$ cat src/rtl/alu_share_arbiter_if.sv
// ---------------------------------------------------------------------------
// alu_share_arbiter_if
//   Bundle of every handshake/bus signal around alu_share_arbiter: the NREQ
//   requester ports, the shared-ALU ports and the registered response port.
//   The ALU opcode (alu_t) is carried as a 4-bit code. ADD is 4'h0. Any other
//   code passes through the arbiter untouched.
//
//   Modports
//     slave  : the arbiter itself
//     master : the surroundings (requesters, response consumer, ALU)
//
//   Optional: `ALU_ARB_PERF_EN adds perf_grant_cnt / perf_stall_cnt
//   (NREQ x 16 each, read-only, saturating).
// ---------------------------------------------------------------------------
interface alu_share_arbiter_if #(
    parameter int NREQ = 3,
    parameter int W    = 32
);
    localparam int IDW = $clog2(NREQ);

    // Requester side
    logic [NREQ-1:0]          req_valid;
    logic [NREQ-1:0]          req_ready;
    logic [NREQ-1:0][3:0]     req_alu_ctrl;
    logic [NREQ-1:0][W-1:0]   req_op1;
    logic [NREQ-1:0][W-1:0]   req_op2;
    logic [NREQ-1:0]          req_lui;

    // Shared ALU side
    logic [3:0]               alu_ctrl;
    logic [W-1:0]             alu_op1;
    logic [W-1:0]             alu_op2;
    logic                     alu_lui;
    logic [W-1:0]             alu_result;
    logic                     alu_zero;

    // Response side
    logic                     rsp_valid;
    logic                     rsp_ready;
    logic [IDW-1:0]           rsp_id;
    logic [W-1:0]             rsp_result;
    logic                     rsp_zero;

`ifdef ALU_ARB_PERF_EN
    logic [NREQ-1:0][15:0]    perf_grant_cnt;
    logic [NREQ-1:0][15:0]    perf_stall_cnt;
`endif

    modport slave (
        input  req_valid, req_alu_ctrl, req_op1, req_op2, req_lui,
        output req_ready,
        output alu_ctrl, alu_op1, alu_op2, alu_lui,
        input  alu_result, alu_zero,
        output rsp_valid, rsp_id, rsp_result, rsp_zero,
        input  rsp_ready
`ifdef ALU_ARB_PERF_EN
        ,
        output perf_grant_cnt, perf_stall_cnt
`endif
    );

    modport master (
        output req_valid, req_alu_ctrl, req_op1, req_op2, req_lui,
        input  req_ready,
        input  alu_ctrl, alu_op1, alu_op2, alu_lui,
        output alu_result, alu_zero,
        input  rsp_valid, rsp_id, rsp_result, rsp_zero,
        output rsp_ready
`ifdef ALU_ARB_PERF_EN
        ,
        input  perf_grant_cnt, perf_stall_cnt
`endif
    );
endinterface

$ cat src/rtl/alu_share_arbiter.sv
// ---------------------------------------------------------------------------
// alu_share_arbiter
//   Shares one combinational ALU among NREQ requesters. Round-robin grant,
//   one registered response slot, valid/ready on both sides, 1-cycle latency,
//   1 op/cycle while the consumer keeps rsp_ready high.
//
//   Ports
//     clk    : core clock, rising edge
//     reset  : asynchronous, active-high
//     bus    : alu_share_arbiter_if.slave (requesters, ALU, response)
//
//   Parameters
//     NREQ   : number of requesters (2..8)
//     W      : operand/result width (must match the ALU)
//
//   Optional feature macro: ALU_ARB_PERF_EN (per-requester grant/stall
//   counters, 16 bit, saturating).
// ---------------------------------------------------------------------------
module alu_share_arbiter #(
    parameter int NREQ = 3,
    parameter int W    = 32
) (
    input  logic               clk,
    input  logic               reset,
    alu_share_arbiter_if.slave bus
);
    localparam int         IDW     = $clog2(NREQ);
    localparam logic [3:0] ALU_ADD = 4'h0;

    logic           slot_free;
    logic           grant_found;
    logic [IDW-1:0] grant_idx;
    logic           accept;
    logic [IDW-1:0] rr_ptr;
    logic [IDW-1:0] next_ptr;
    logic [IDW:0]   cand_sum;
    logic [IDW-1:0] cand;

    // The slot can be drained and refilled in the same cycle.
    assign slot_free = !bus.rsp_valid || bus.rsp_ready;
    // Reset gates the grant so req_ready drops the moment reset rises.
    assign accept    = grant_found && slot_free && !reset;

    // Round-robin search starting at rr_ptr; only req_valid is consulted,
    // never operands, so req_ready has no path from a requester's own data.
    always_comb begin
        // NOTE: every always_comb output gets a default first so no path
        // leaves it unassigned and a latch is never inferred.
        grant_found = 1'b0;
        grant_idx   = '0;
        cand_sum    = '0;
        cand        = '0;
        for (int k = 0; k < NREQ; k++) begin
            cand_sum = {1'b0, rr_ptr} + (IDW+1)'(k);
            if (cand_sum >= (IDW+1)'(NREQ)) begin
                cand_sum = cand_sum - (IDW+1)'(NREQ);
            end
            cand = cand_sum[IDW-1:0];
            if (!grant_found && bus.req_valid[cand]) begin
                grant_found = 1'b1;
                grant_idx   = cand;
            end
        end
    end

    always_comb begin
        bus.req_ready = '0;
        bus.alu_ctrl  = ALU_ADD;
        bus.alu_op1   = '0;
        bus.alu_op2   = '0;
        bus.alu_lui   = 1'b0;
        if (accept) begin
            bus.req_ready[grant_idx] = 1'b1;
            bus.alu_ctrl = bus.req_alu_ctrl[grant_idx];
            bus.alu_op1  = bus.req_op1[grant_idx];
            bus.alu_op2  = bus.req_op2[grant_idx];
            bus.alu_lui  = bus.req_lui[grant_idx];
        end
    end

    assign next_ptr = (grant_idx == IDW'(NREQ-1)) ? '0 : grant_idx + 1'b1;

    // Response slot and round-robin pointer. Response fields keep their last
    // values when the slot empties; only rsp_valid falls.
    always_ff @(posedge clk or posedge reset) begin
        if (reset) begin
            bus.rsp_valid  <= 1'b0;
            bus.rsp_id     <= '0;
            bus.rsp_result <= '0;
            bus.rsp_zero   <= 1'b0;
            rr_ptr         <= '0;
        end else if (accept) begin
            // NOTE: sequential state uses non-blocking assignments so every
            // register samples pre-edge values regardless of statement order.
            bus.rsp_valid  <= 1'b1;
            bus.rsp_id     <= grant_idx;
            bus.rsp_result <= bus.alu_result;
            bus.rsp_zero   <= bus.alu_zero;
            rr_ptr         <= next_ptr;
        end else if (bus.rsp_ready) begin
            bus.rsp_valid  <= 1'b0;
        end
    end

`ifdef ALU_ARB_PERF_EN
    // A grant of i is always an accept of i, so req_valid & req_ready counts
    // accepts; valid & !ready counts waiting cycles (backpressure included).
    always_ff @(posedge clk or posedge reset) begin
        if (reset) begin
            bus.perf_grant_cnt <= '0;
            bus.perf_stall_cnt <= '0;
        end else begin
            for (int i = 0; i < NREQ; i++) begin
                if (bus.req_valid[i] && bus.req_ready[i] &&
                    bus.perf_grant_cnt[i] != 16'hFFFF) begin
                    bus.perf_grant_cnt[i] <= bus.perf_grant_cnt[i] + 16'd1;
                end
                if (bus.req_valid[i] && !bus.req_ready[i] &&
                    bus.perf_stall_cnt[i] != 16'hFFFF) begin
                    bus.perf_stall_cnt[i] <= bus.perf_stall_cnt[i] + 16'd1;
                end
            end
        end
    end
`endif

endmodule

$ cat src/flat_wrapper.sv
// flat-port wrapper written by rule: the top's interface ports become plain ports
module alu_share_arbiter_flat 
#(
    parameter int NREQ = 3,
    parameter int W    = 32
)
  (clk, reset, bus_req_valid, bus_req_alu_ctrl, bus_req_op1, bus_req_op2, bus_req_lui, bus_req_ready, bus_alu_ctrl, bus_alu_op1, bus_alu_op2, bus_alu_lui, bus_alu_result, bus_alu_zero, bus_rsp_valid, bus_rsp_id, bus_rsp_result, bus_rsp_zero, bus_rsp_ready);
  alu_share_arbiter_if #(.NREQ(NREQ), .W(W)) bus_i ();
  input  logic clk;
  input  logic reset;
  input wire logic [$bits(bus_i.req_valid)-1:0] bus_req_valid;
  input wire logic [$bits(bus_i.req_alu_ctrl)-1:0] bus_req_alu_ctrl;
  input wire logic [$bits(bus_i.req_op1)-1:0] bus_req_op1;
  input wire logic [$bits(bus_i.req_op2)-1:0] bus_req_op2;
  input wire logic [$bits(bus_i.req_lui)-1:0] bus_req_lui;
  output wire logic [$bits(bus_i.req_ready)-1:0] bus_req_ready;
  output wire logic [$bits(bus_i.alu_ctrl)-1:0] bus_alu_ctrl;
  output wire logic [$bits(bus_i.alu_op1)-1:0] bus_alu_op1;
  output wire logic [$bits(bus_i.alu_op2)-1:0] bus_alu_op2;
  output wire logic [$bits(bus_i.alu_lui)-1:0] bus_alu_lui;
  input wire logic [$bits(bus_i.alu_result)-1:0] bus_alu_result;
  input wire logic [$bits(bus_i.alu_zero)-1:0] bus_alu_zero;
  output wire logic [$bits(bus_i.rsp_valid)-1:0] bus_rsp_valid;
  output wire logic [$bits(bus_i.rsp_id)-1:0] bus_rsp_id;
  output wire logic [$bits(bus_i.rsp_result)-1:0] bus_rsp_result;
  output wire logic [$bits(bus_i.rsp_zero)-1:0] bus_rsp_zero;
  input wire logic [$bits(bus_i.rsp_ready)-1:0] bus_rsp_ready;
  assign bus_i.req_valid = bus_req_valid;
  assign bus_i.req_alu_ctrl = bus_req_alu_ctrl;
  assign bus_i.req_op1 = bus_req_op1;
  assign bus_i.req_op2 = bus_req_op2;
  assign bus_i.req_lui = bus_req_lui;
  assign bus_req_ready = bus_i.req_ready;
  assign bus_alu_ctrl = bus_i.alu_ctrl;
  assign bus_alu_op1 = bus_i.alu_op1;
  assign bus_alu_op2 = bus_i.alu_op2;
  assign bus_alu_lui = bus_i.alu_lui;
  assign bus_i.alu_result = bus_alu_result;
  assign bus_i.alu_zero = bus_alu_zero;
  assign bus_rsp_valid = bus_i.rsp_valid;
  assign bus_rsp_id = bus_i.rsp_id;
  assign bus_rsp_result = bus_i.rsp_result;
  assign bus_rsp_zero = bus_i.rsp_zero;
  assign bus_i.rsp_ready = bus_rsp_ready;
  alu_share_arbiter #(.NREQ(NREQ), .W(W)) u_core (.clk(clk), .reset(reset), .bus(bus_i));
endmodule
$ cat config.mk
export PLATFORM = sky130hd
export DESIGN_NAME = alu_share_arbiter_flat
export DESIGN_NICKNAME = d
export VERILOG_FILES = /design/src/rtl/alu_share_arbiter_if.sv /design/src/rtl/alu_share_arbiter.sv /design/src/flat_wrapper.sv
export SDC_FILE = /design/constraint.sdc
export NUM_CORES = 1
export LEC_CHECK = 0
export CAP_MARGIN = 20
export CORE_AREA = 3 3 136 138
export CTS_CLUSTER_DIAMETER = 50
export DETAILED_ROUTE_END_ITERATION = 16
export DIE_AREA = 0 0 139 141
export PLACE_DENSITY = 0.61
export SLEW_MARGIN = 0
export SYNTH_ARGS = -nofsm -noshare
export SYNTH_HDL_FRONTEND = slang
export SYNTH_SLANG_ARGS = --single-unit
$ cat constraint.sdc
create_clock -name clk -period 2.96 [get_ports clk]
set_input_delay 0.888 -clock clk [delete_from_list [all_inputs] [get_ports clk]]
set_output_delay 0.888 -clock clk [all_outputs]
set_load 0.03 [all_outputs]
* After elaboration in Yosys (flattened, before gate mapping)
Index checks and enable logic that the tools add are counted.
** Storage, ports and cells
- Register bits :: 38
- Input bits :: 246
- Output and inout port bits :: 108
- Word-level logic and storage cells :: 64
** Cells by class
- Add/subtract/negate cells :: 6
- $lt $le $gt $ge :: 8
- Eq/ne operators :: 1
- Multiplexer cells :: 33
- Reduce and logical (&&, ||, !) cells :: 11
** Operators with widths (count)
- $bmux W32 S2 :: 2
- $mux W32 :: 4
- $mux W2 :: 7
- $lt A2 B3 Y1 const B :: 4
- $mux W1 :: 11
- $bmux W1 S2 :: 4
- $bmux W4 S2 :: 1
- $mux W4 :: 2
- $ge A3 B2 Y1 const B :: 2
- $sub A2 B2 Y2 const B :: 3
- $logic_and A1 B1 Y1 :: 5
- $logic_not A1 Y1 :: 4
- $add A2 B1 Y3 const B :: 1
- $add A2 B2 Y3 const B :: 1
- $mux W3 :: 1
- $add A2 B1 Y2 const B :: 1
- $demux W1 S2 :: 1
- $eq A2 B2 Y1 const B :: 1
- $ge A2 B1 Y1 const B :: 1
- $ge A2 B2 Y1 const B :: 1
- $reduce_bool A2 Y1 :: 1
- $logic_or A1 B1 Y1 :: 1

* Logic depth before layout (Yosys ltp)
Gate-level depths: netlist of the first run.
- Word-level depth :: 16
- Depth in mapped cells :: 11
- Gate-level depth less buffers :: 8

* Worst setup path after synthesis of the first run
OpenSTA, ideal clock, no wires.
- Path type :: input -> output
- From :: input port bus_req_valid[0]
- To :: output port bus_alu_op2[26]
- Data arrival time :: 2.831 ns
- Data required time :: 2.072 ns
- Path slack :: -0.759 ns
- Cell stages on the path :: 8
- Buffers on the path :: 2
- Cell sequence :: mux2_4 -> mux2_4 -> nand2b_1 -> and2_1 -> buf_6 -> buf_6 -> nand2_1 -> a311oi_1
** On the way
- Cells in the longest elaborated chain, start to end :: 12
- Elaborated cells on any way between the ends :: 21
- Classes of those cells :: mux: 15; reduce/logical: 6
** Ends and longest elaborated chain
- start: declaration :: RTL line flat_wrapper.sv:11 : input wire logic [$bits(bus_i.req_valid)-1:0] bus_req_valid;
- $bmux W1 S2 :: RTL line alu_share_arbiter.sv:59 : if (!grant_found && bus.req_valid[cand]) begin
- $mux W1 (not written as such) :: RTL line alu_share_arbiter.sv:59
- $mux W1 :: RTL line alu_share_arbiter.sv:59
- $logic_not A1 Y1 :: RTL line alu_share_arbiter.sv:59
- $logic_and A1 B1 Y1 :: RTL line alu_share_arbiter.sv:59
- $mux W1 :: RTL line alu_share_arbiter.sv:59
- $logic_not A1 Y1 :: RTL line alu_share_arbiter.sv:59
- $logic_and A1 B1 Y1 :: RTL line alu_share_arbiter.sv:59
- $mux W2 / $mux W1 (equally long branches) :: RTL line alu_share_arbiter.sv:59
- $bmux W32 S2 / $logic_and A1 B1 Y1 (equally long branches) :: RTL line alu_share_arbiter.sv:76, alu_share_arbiter.sv:42
- $mux W32 (not written as such) / $logic_and A1 B1 Y1 (equally long branches) :: RTL line alu_share_arbiter.sv:76, alu_share_arbiter.sv:42
- $mux W32 (*) :: RTL line alu_share_arbiter.sv:72 : if (accept) begin
- end: declaration :: RTL line flat_wrapper.sv:19 : output wire logic [$bits(bus_i.alu_op2)-1:0] bus_alu_op2;
Every way passes the cells marked *; elsewhere a longest branch is shown, timed or not. The select of a mux whose other input is x is not followed.

* Worst setup path in the final report of the first run
- From :: register u_core.rr_ptr[1]
- To :: output port bus_alu_op1[17]
** On the way
- Cells in the longest elaborated chain, start to end :: 14
- Elaborated cells on any way between the ends :: 32
- Classes of those cells :: add/sub: 5; order compare: 3; mux: 18; reduce/logical: 6
** Ends and longest elaborated chain
- start: declaration :: RTL line alu_share_arbiter.sv:34 : logic [IDW-1:0] rr_ptr;
- start signal: assignment :: RTL line alu_share_arbiter.sv:99 : rr_ptr <= next_ptr;
- parallel branches: the longest is 13 deep, another holds $add A2 B1 Y3
- $mux W32 (*) :: RTL line alu_share_arbiter.sv:72
- end: declaration :: RTL line flat_wrapper.sv:18 : output wire logic [$bits(bus_i.alu_op1)-1:0] bus_alu_op1;
Every way passes the cells marked *. The select of a mux whose other input is x is not followed.

==> results of run 1 <==
## per-stage QoR
stage | power [mW] | TNS, ns | std cells | util
3_3_place_gp | 10.2 | -90.62 | 1054 | 0.516
2_1_floorplan | 7.43 | -24.93 | 450 | -
3_5_place_dp | 10.3 | -99.43 | 1054 | 0.516
4_1_cts | 14.9 | -51.49 | 1136 | 0.637
6_report | 15.5 | -51.80 | 1145 | 0.659
5_1_grt | 16.2 | -58.55 | 1145 | 0.659
## cell usage in the layout, fill, tap and decap left out, types with 3 or more instances in the layout
cell	instances
buf_16	13
nor2_4	8
nor2_1	57
nor2_2	8
nand2_2	51
nand2_4	51
buf_4	56
mux2_2	20
mux2_4	16
dfrtp_1	37
a311oi_4	68
buf_12	41
mux2i_1	3
nor3_4	3
nand3b_1	3
and2_4	4
inv_1	3
clkdlybuf4s50_1	278
buf_2	3
buf_6	100
ha_4	3
buf_8	7
clkbuf_16	11
nand2_1	41
## logic make-up after synthesis
family                     count (synthesis)  synth area share
buffers and inverters                     50            0.0859
AOI/OAI and AO/OA                         83             0.237
and+or+nand+nor                          233             0.256
DFF                                       38             0.263
adders and majority gates                  4            0.0139
muxes                                     42             0.144
## registers in the layout, indices dropped and copies added (netlist names)
signal	count
u_core.bus.rsp_id	2
u_core.bus.rsp_result	32
u_core.bus.rsp_valid	1
u_core.bus.rsp_zero	1
u_core.rr_ptr	2
## where the power goes
group	internal, mW	switching (mW)	total, mW
logic	7.04	6.93	14.0
clock network	0.415	0.190	0.605
registers	0.786	0.152	0.938
## path summary, 6_finish.rpt
kind	to	slack [ns]	from	depth (start not counted)
max	bus_alu_op1[17]	-0.79	u_core.rr_ptr[1]	13
min	u_core.bus.rsp_result[29]	0.50	u_core.bus.rsp_result[29]	1
max reg2reg	u_core.bus.rsp_result[26]	0.17	u_core.rr_ptr[0]	9
min reg2reg	u_core.bus.rsp_result[29]	0.50	u_core.bus.rsp_result[29]	1
max in group asynchronous	u_core.rr_ptr[0]	1.53	reset	3
min in group asynchronous	u_core.bus.rsp_result[18]	1.08	reset	3
## metal layers
layer | vias up | part of all wire | GRT usage
met1 | 2628 | 0.39 | 0.263
met3 | 48 | 0.065 | 0.0560
met2 | 280 | 0.52 | 0.427
met5 | - | 0 | 0
li1 | 2551 | - | -
met4 | 0 | 0.028 | 0.0685
## critical path, cell delays in order, from the launching register on
cell and delay [ns]:
dfrtp_1 0.40, buf_6 0.13, ha_4 0.26, nand3b_1 0.13, buf_4 0.14, o41ai_4 0.07, o221ai_2 0.25, and2_4 0.30
buf_12 0.14, buf_12 0.11, buf_16 0.14, nor2_4 0.04, a311oi_4 0.28, buf_6 0.17
## layout make-up
class | instances | area (sq um) | area share
Timing Repair Buffer | 504 | 5780 | 0.507
Multi-Input combinational cell | 364 | 4200 | 0.368
Sequential cell | 38 | 952 | 0.0835
Tap cell | 225 | 282 | 0.0247
Clock buffer | 6 | 139 | 0.0122
Clock inverter | 1 | 30.0 | 0.00263
Inverter | 5 | 21.3 | 0.00187
Antenna cell | 2 | 5.00 | 0.000439
## timing repair
item | in CTS | in global routing
buffers inserted | 53 | 19
pin swaps | 53 | 71
cloned | 22 | 6
hold endpoints to repair | 0 | 0
endpoints found under the setup margin | 102 | 98
gates resized for setup | 266 | 107
==> results_dict.tcl, run 1 <==
set metrics [dict create \
    outcome "finished, violations left" \
    violations "setup timing" \
    start_util 0.209 \
    cts-hold-fix-buffers 0 \
    fmax_mhz 267 \
    hold_class "reg -> reg" \
    leakage_nw 4.59 \
    synth-seq-area-share 0.263 \
    dieHeight_microns 141 \
    root_buffer "clkbuf_16" \
    crit_required_ns 2.07 \
    postSynthAreaPerCell_sq_um 8.03 \
    grt_pass1_vias 6221 \
    drtIter0Drc 121 \
    yosys_warnings 0 \
    area_delta_synth_final_pct 216 \
    grt_overflow 0 \
    grt_max_degree 39 \
    ys_seq_elements 38 \
    peakVddDrop_uv 795 \
    critPathLaunchType "register" \
    rsz0062_at_grt "true" \
    syn_nets 700 \
    io_pins 354 \
    finClkSkew_ns 0.00667 \
    first_pass_iters 4 \
    path_max_fanout 7 \
    antenna_left 0 \
    p_per_area_nw_per_um2 1360 \
    placed_area_sq_um 8930 \
    clockBufferDepth 2 \
    layout-drive-gt1-share 0.527 \
    cts_tree "built" \
    ys_types 33 \
    synth.top_cells.by_count "nand2_1, nor2_1, a311oi_1" \
    fin_ws_ns -0.791 \
    worstPathArrival_ns 2.86 \
    tightestPinTransition_ns 0.479 \
    wl_mm 23.8 \
    end_kind "output port" \
    coreArea_sq_um 17300 \
    synth_top_area_cell "dfrtp_1" \
    gpl.final_weighted_congestion 0.916 \
    path_class "reg -> out" \
    slew_headroom 0.681 \
    final_area_sq_um 11400 \
    synthTopCellsByArea "dfrtp_1, nand2_1, a311oi_2" \
    ys.flop_type "dfrtp_1" \
    syn_area_sq_um 3610 \
    portBuffers 353 \
    die_w_microns 139 \
    path_clk_slew_ns 0.06 \
    maxCapViolations 0 \
    dp_hpwl_mm 15.9 \
    fp-row-count 48 \
    nets 1168 \
    grt_util_all_layers 0.231 \
    synth_most_common_cell "nand2_1" \
    cts_buffers 5 \
    setup_viol 72 \
    min_period_ns 3.75 \
    pre_cts_ws_ns -1.19 \
    fillers 1272 \
    grt_antenna_before_repair 2 \
    vias 5507 \
    clkSinkCount 38 \
    grt_pass1_wl_mm 36.1 \
    clk-insertion-delay-late_ns 0.28 \
    async_reset_ff_frac 1.00 \
    via_per_inst 4.81 \
    htreeDepth 2 \
    slew_violations 0 \
    timing.final.crit_share 1.27 \
    finalHoldViolCount 0 \
    holdWs_ns 0.505 \
    wire_per_inst_microns 20.8 \
    die_area_sq_um 19600 \
    synth-edff-count 0 \
    synth_cells 450 \
    drc 0 \
    synth_top_area_frac 0.263 \
]
Power figures use the tool's default switching activity.
==> run 2, diff against run 1 <==
--- a/config.mk
+++ b/config.mk
@@ -6,11 +6,13 @@
 export NUM_CORES = 1
 export LEC_CHECK = 0
 export CAP_MARGIN = 20
-export CORE_AREA = 3 3 136 138
+export CORE_AREA = 3 3 135 137
 export CTS_CLUSTER_DIAMETER = 50
 export DETAILED_ROUTE_END_ITERATION = 16
-export DIE_AREA = 0 0 139 141
-export PLACE_DENSITY = 0.61
+export DIE_AREA = 0 0 138 140
+export DONT_BUFFER_PORTS = 1
+export PLACE_DENSITY = 0.34
+export REMOVE_ABC_BUFFERS = 1
 export SLEW_MARGIN = 0
 export SYNTH_ARGS = -nofsm -noshare
 export SYNTH_HDL_FRONTEND = slang
==> run 2 against run 1 <==
The run still ends with setup timing left. Largest power group unchanged. Utilization down 33 points. Non-clock buffer count down 342. Global-route usage fell by 7.5 points. Critical path depth decreased by 3. Maximum frequency up 1.7%. Combinational power fell by 45%. Sequential cell count did not move. Power shrank 37%. Cell count shrank 30%. Clock power shrank 4.3%. Clock-buffer cell count shrank 1.
==> results_dict.tcl, run 2 (synthesis gave the netlist of run 1 again) <==
set metrics [dict create \
    outcome "finished, violations left" \
    violations "setup timing" \
    mostFrequentLayoutCells "nand2_1, buf_4, nor2_1" \
    peakVddDrop_uv 740 \
    cpPeakStageDelay_ns 0.46 \
    drc 0 \
    crit_cells 10 \
    crit_chain "ha_4 -> buf_6 -> nor2b_4 -> o41ai_2 -> o221ai_2 -> and2_4 -> clkbuf_16 -> buf_4 -> a311oi_2 -> buf_4" \
    fillers 1822 \
    grt_max_degree 52 \
    cp_top_family "compound AO/OA/AOI/OAI gates" \
    top_register "u_core.bus.rsp_result" \
    clockBufferDepth 2 \
    clkSinkCount 38 \
    via_per_inst 5.00 \
    cts_buffers 5 \
    critPathBufInv 4 \
    leakage_nw 2.49 \
    top_regs "u_core.bus.rsp_result (32), u_core.bus.rsp_id (2), u_core.rr_ptr (2)" \
    dp_hpwl_mm 12.9 \
    coreArea_sq_um 17200 \
    path_max_fanout 9 \
    path_clk_slew_ns 0.05 \
    wire_per_inst_microns 21.4 \
    layout-drive-gt1-share 0.514 \
    crit_slowest_cell "dfrtp_2" \
    maxCapViolations 0 \
    p_per_area_nw_per_um2 1700 \
    htreeDepth 2 \
    end_kind "output port" \
    io_pins 354 \
    timing.final.crit_share 1.25 \
    worstPathArrival_ns 2.80 \
    drtIter0Drc 115 \
    dieHeight_microns 140 \
    fp-row-count 48 \
    rr_worst_depth 8 \
    grt_antenna_before_repair 0 \
    setup_viol 72 \
    cts_tree "built" \
    grt_overflow 0 \
    finalHoldViolCount 0 \
    slew_violations 0 \
    cts-hold-fix-buffers 0 \
    first_pass_iters 4 \
    crit_top_cell "buf_4" \
    final_common_cell "nand2_1" \
    antenna_left 0 \
    clk-insertion-delay-late_ns 0.27 \
    grt_pass1_vias 4280 \
    stdcell_count 801 \
    p_switching_mw 5.00 \
    intPower_mw 4.74 \
    die_w_microns 138 \
    antenna_cells 0 \
    crit_required_ns 2.07 \
    combinationalPowerShare 0.788 \
    clockPowerShare 0.059 \
    utilization 0.334 \
    wl_mm 17.2 \
    gpl.final_weighted_congestion 0.885 \
    finClkSkew_ns 0.00258 \
    portBuffers 0 \
    largest_reg_flops 32 \
    grt_pass1_wl_mm 24.6 \
    start_util 0.210 \
    area_delta_synth_final_pct 58.7 \
    grt_util_all_layers 0.156 \
    path_class "reg -> out" \
    critPathLaunchType "register" \
    tightestPinTransition_ns 0.478 \
    seqPwrFrac 0.152 \
    hold_class "in -> async" \
    place_inst 761 \
    die_area_sq_um 19300 \
    fmax_mhz 271 \
    fin_ws_ns -0.729 \
    slew_headroom 0.681 \
    root_buffer "clkbuf_16" \
    vias 4003 \
    switching_share 0.513 \
    min_period_ns 3.69 \
    nets 825 \
    rsz0062_at_grt "true" \
]
==> run 2: stage by stage <==
stage	area (sq um)	power, mW	setup TNS [ns]	setup WS (ns)	hold slack, ns
4_1_cts	5410	9.09	-43.81	-0.681	0.389
6_report	5740	9.74	-45.02	-0.729	0.392
2_1_floorplan	3320	4.70	-274.85	-3.03	0.527
3_5_place_dp	4730	7.45	-36.34	-0.629	0.586
3_3_place_gp	4730	7.41	-36.44	-0.645	0.568
5_1_grt	5740	10.3	-54.69	-0.843	0.395
==> run 2: path summary, 6_finish.rpt <==
kind | start | endpoint | slack (ns)
worst max-delay path | u_core.rr_ptr[0] | bus_alu_op1[15] | -0.73
worst min-delay path | reset | u_core.rr_ptr[1] | 0.39
worst max register to register | u_core.rr_ptr[1] | u_core.bus.rsp_result[24] | 0.29
worst min register to register | u_core.rr_ptr[0] | u_core.rr_ptr[0] | 0.62
max in group asynchronous | reset | u_core.bus.rsp_result[2] | 1.92
min in group clk | u_core.rr_ptr[0] | u_core.rr_ptr[0] | 0.62
==> run 2: per-layer routing <==
| layer | vias up | track usage | wire (microns) |
|---|---|---|---|
| li1 | 1837 | - | - |
| met1 | 1893 | 0.171 | 6120 |
| met3 | 29 | 0.0461 | 1430 |
| met2 | 244 | 0.287 | 9190 |
| met4 | 0 | 0.0504 | 427 |
| met5 | - | 0 | 0 |
==> run 2: timing repair <==
action,CTS,global route
endpoints found under the setup margin,72,72
gates resized for setup,66,43
pin swaps,11,26
buffers inserted,15,10
cloned,4,5
==> run 2: power by group through the flow <==
stage	Clock, mW	Combinational [mW]	Sequential [mW]
after floorplan	0	3.28	1.42
after global placement	0	5.92	1.49
after detailed placement	0	5.97	1.49
after CTS	0.601	7.00	1.49
after global routing	0.629	8.19	1.52
final	0.579	7.67	1.48
==> run 2: layout make-up <==
cell class,instances,area [sq um],share of cell area
Clock inverter,3,40.0,0.00698
Timing Repair Buffer,162,1620,0.283
Tap cell,225,282,0.0491
Multi-Input combinational cell,363,2700,0.470
Sequential cell,38,952,0.166
Clock buffer,5,125,0.0218
Inverter,5,21.3,0.00371
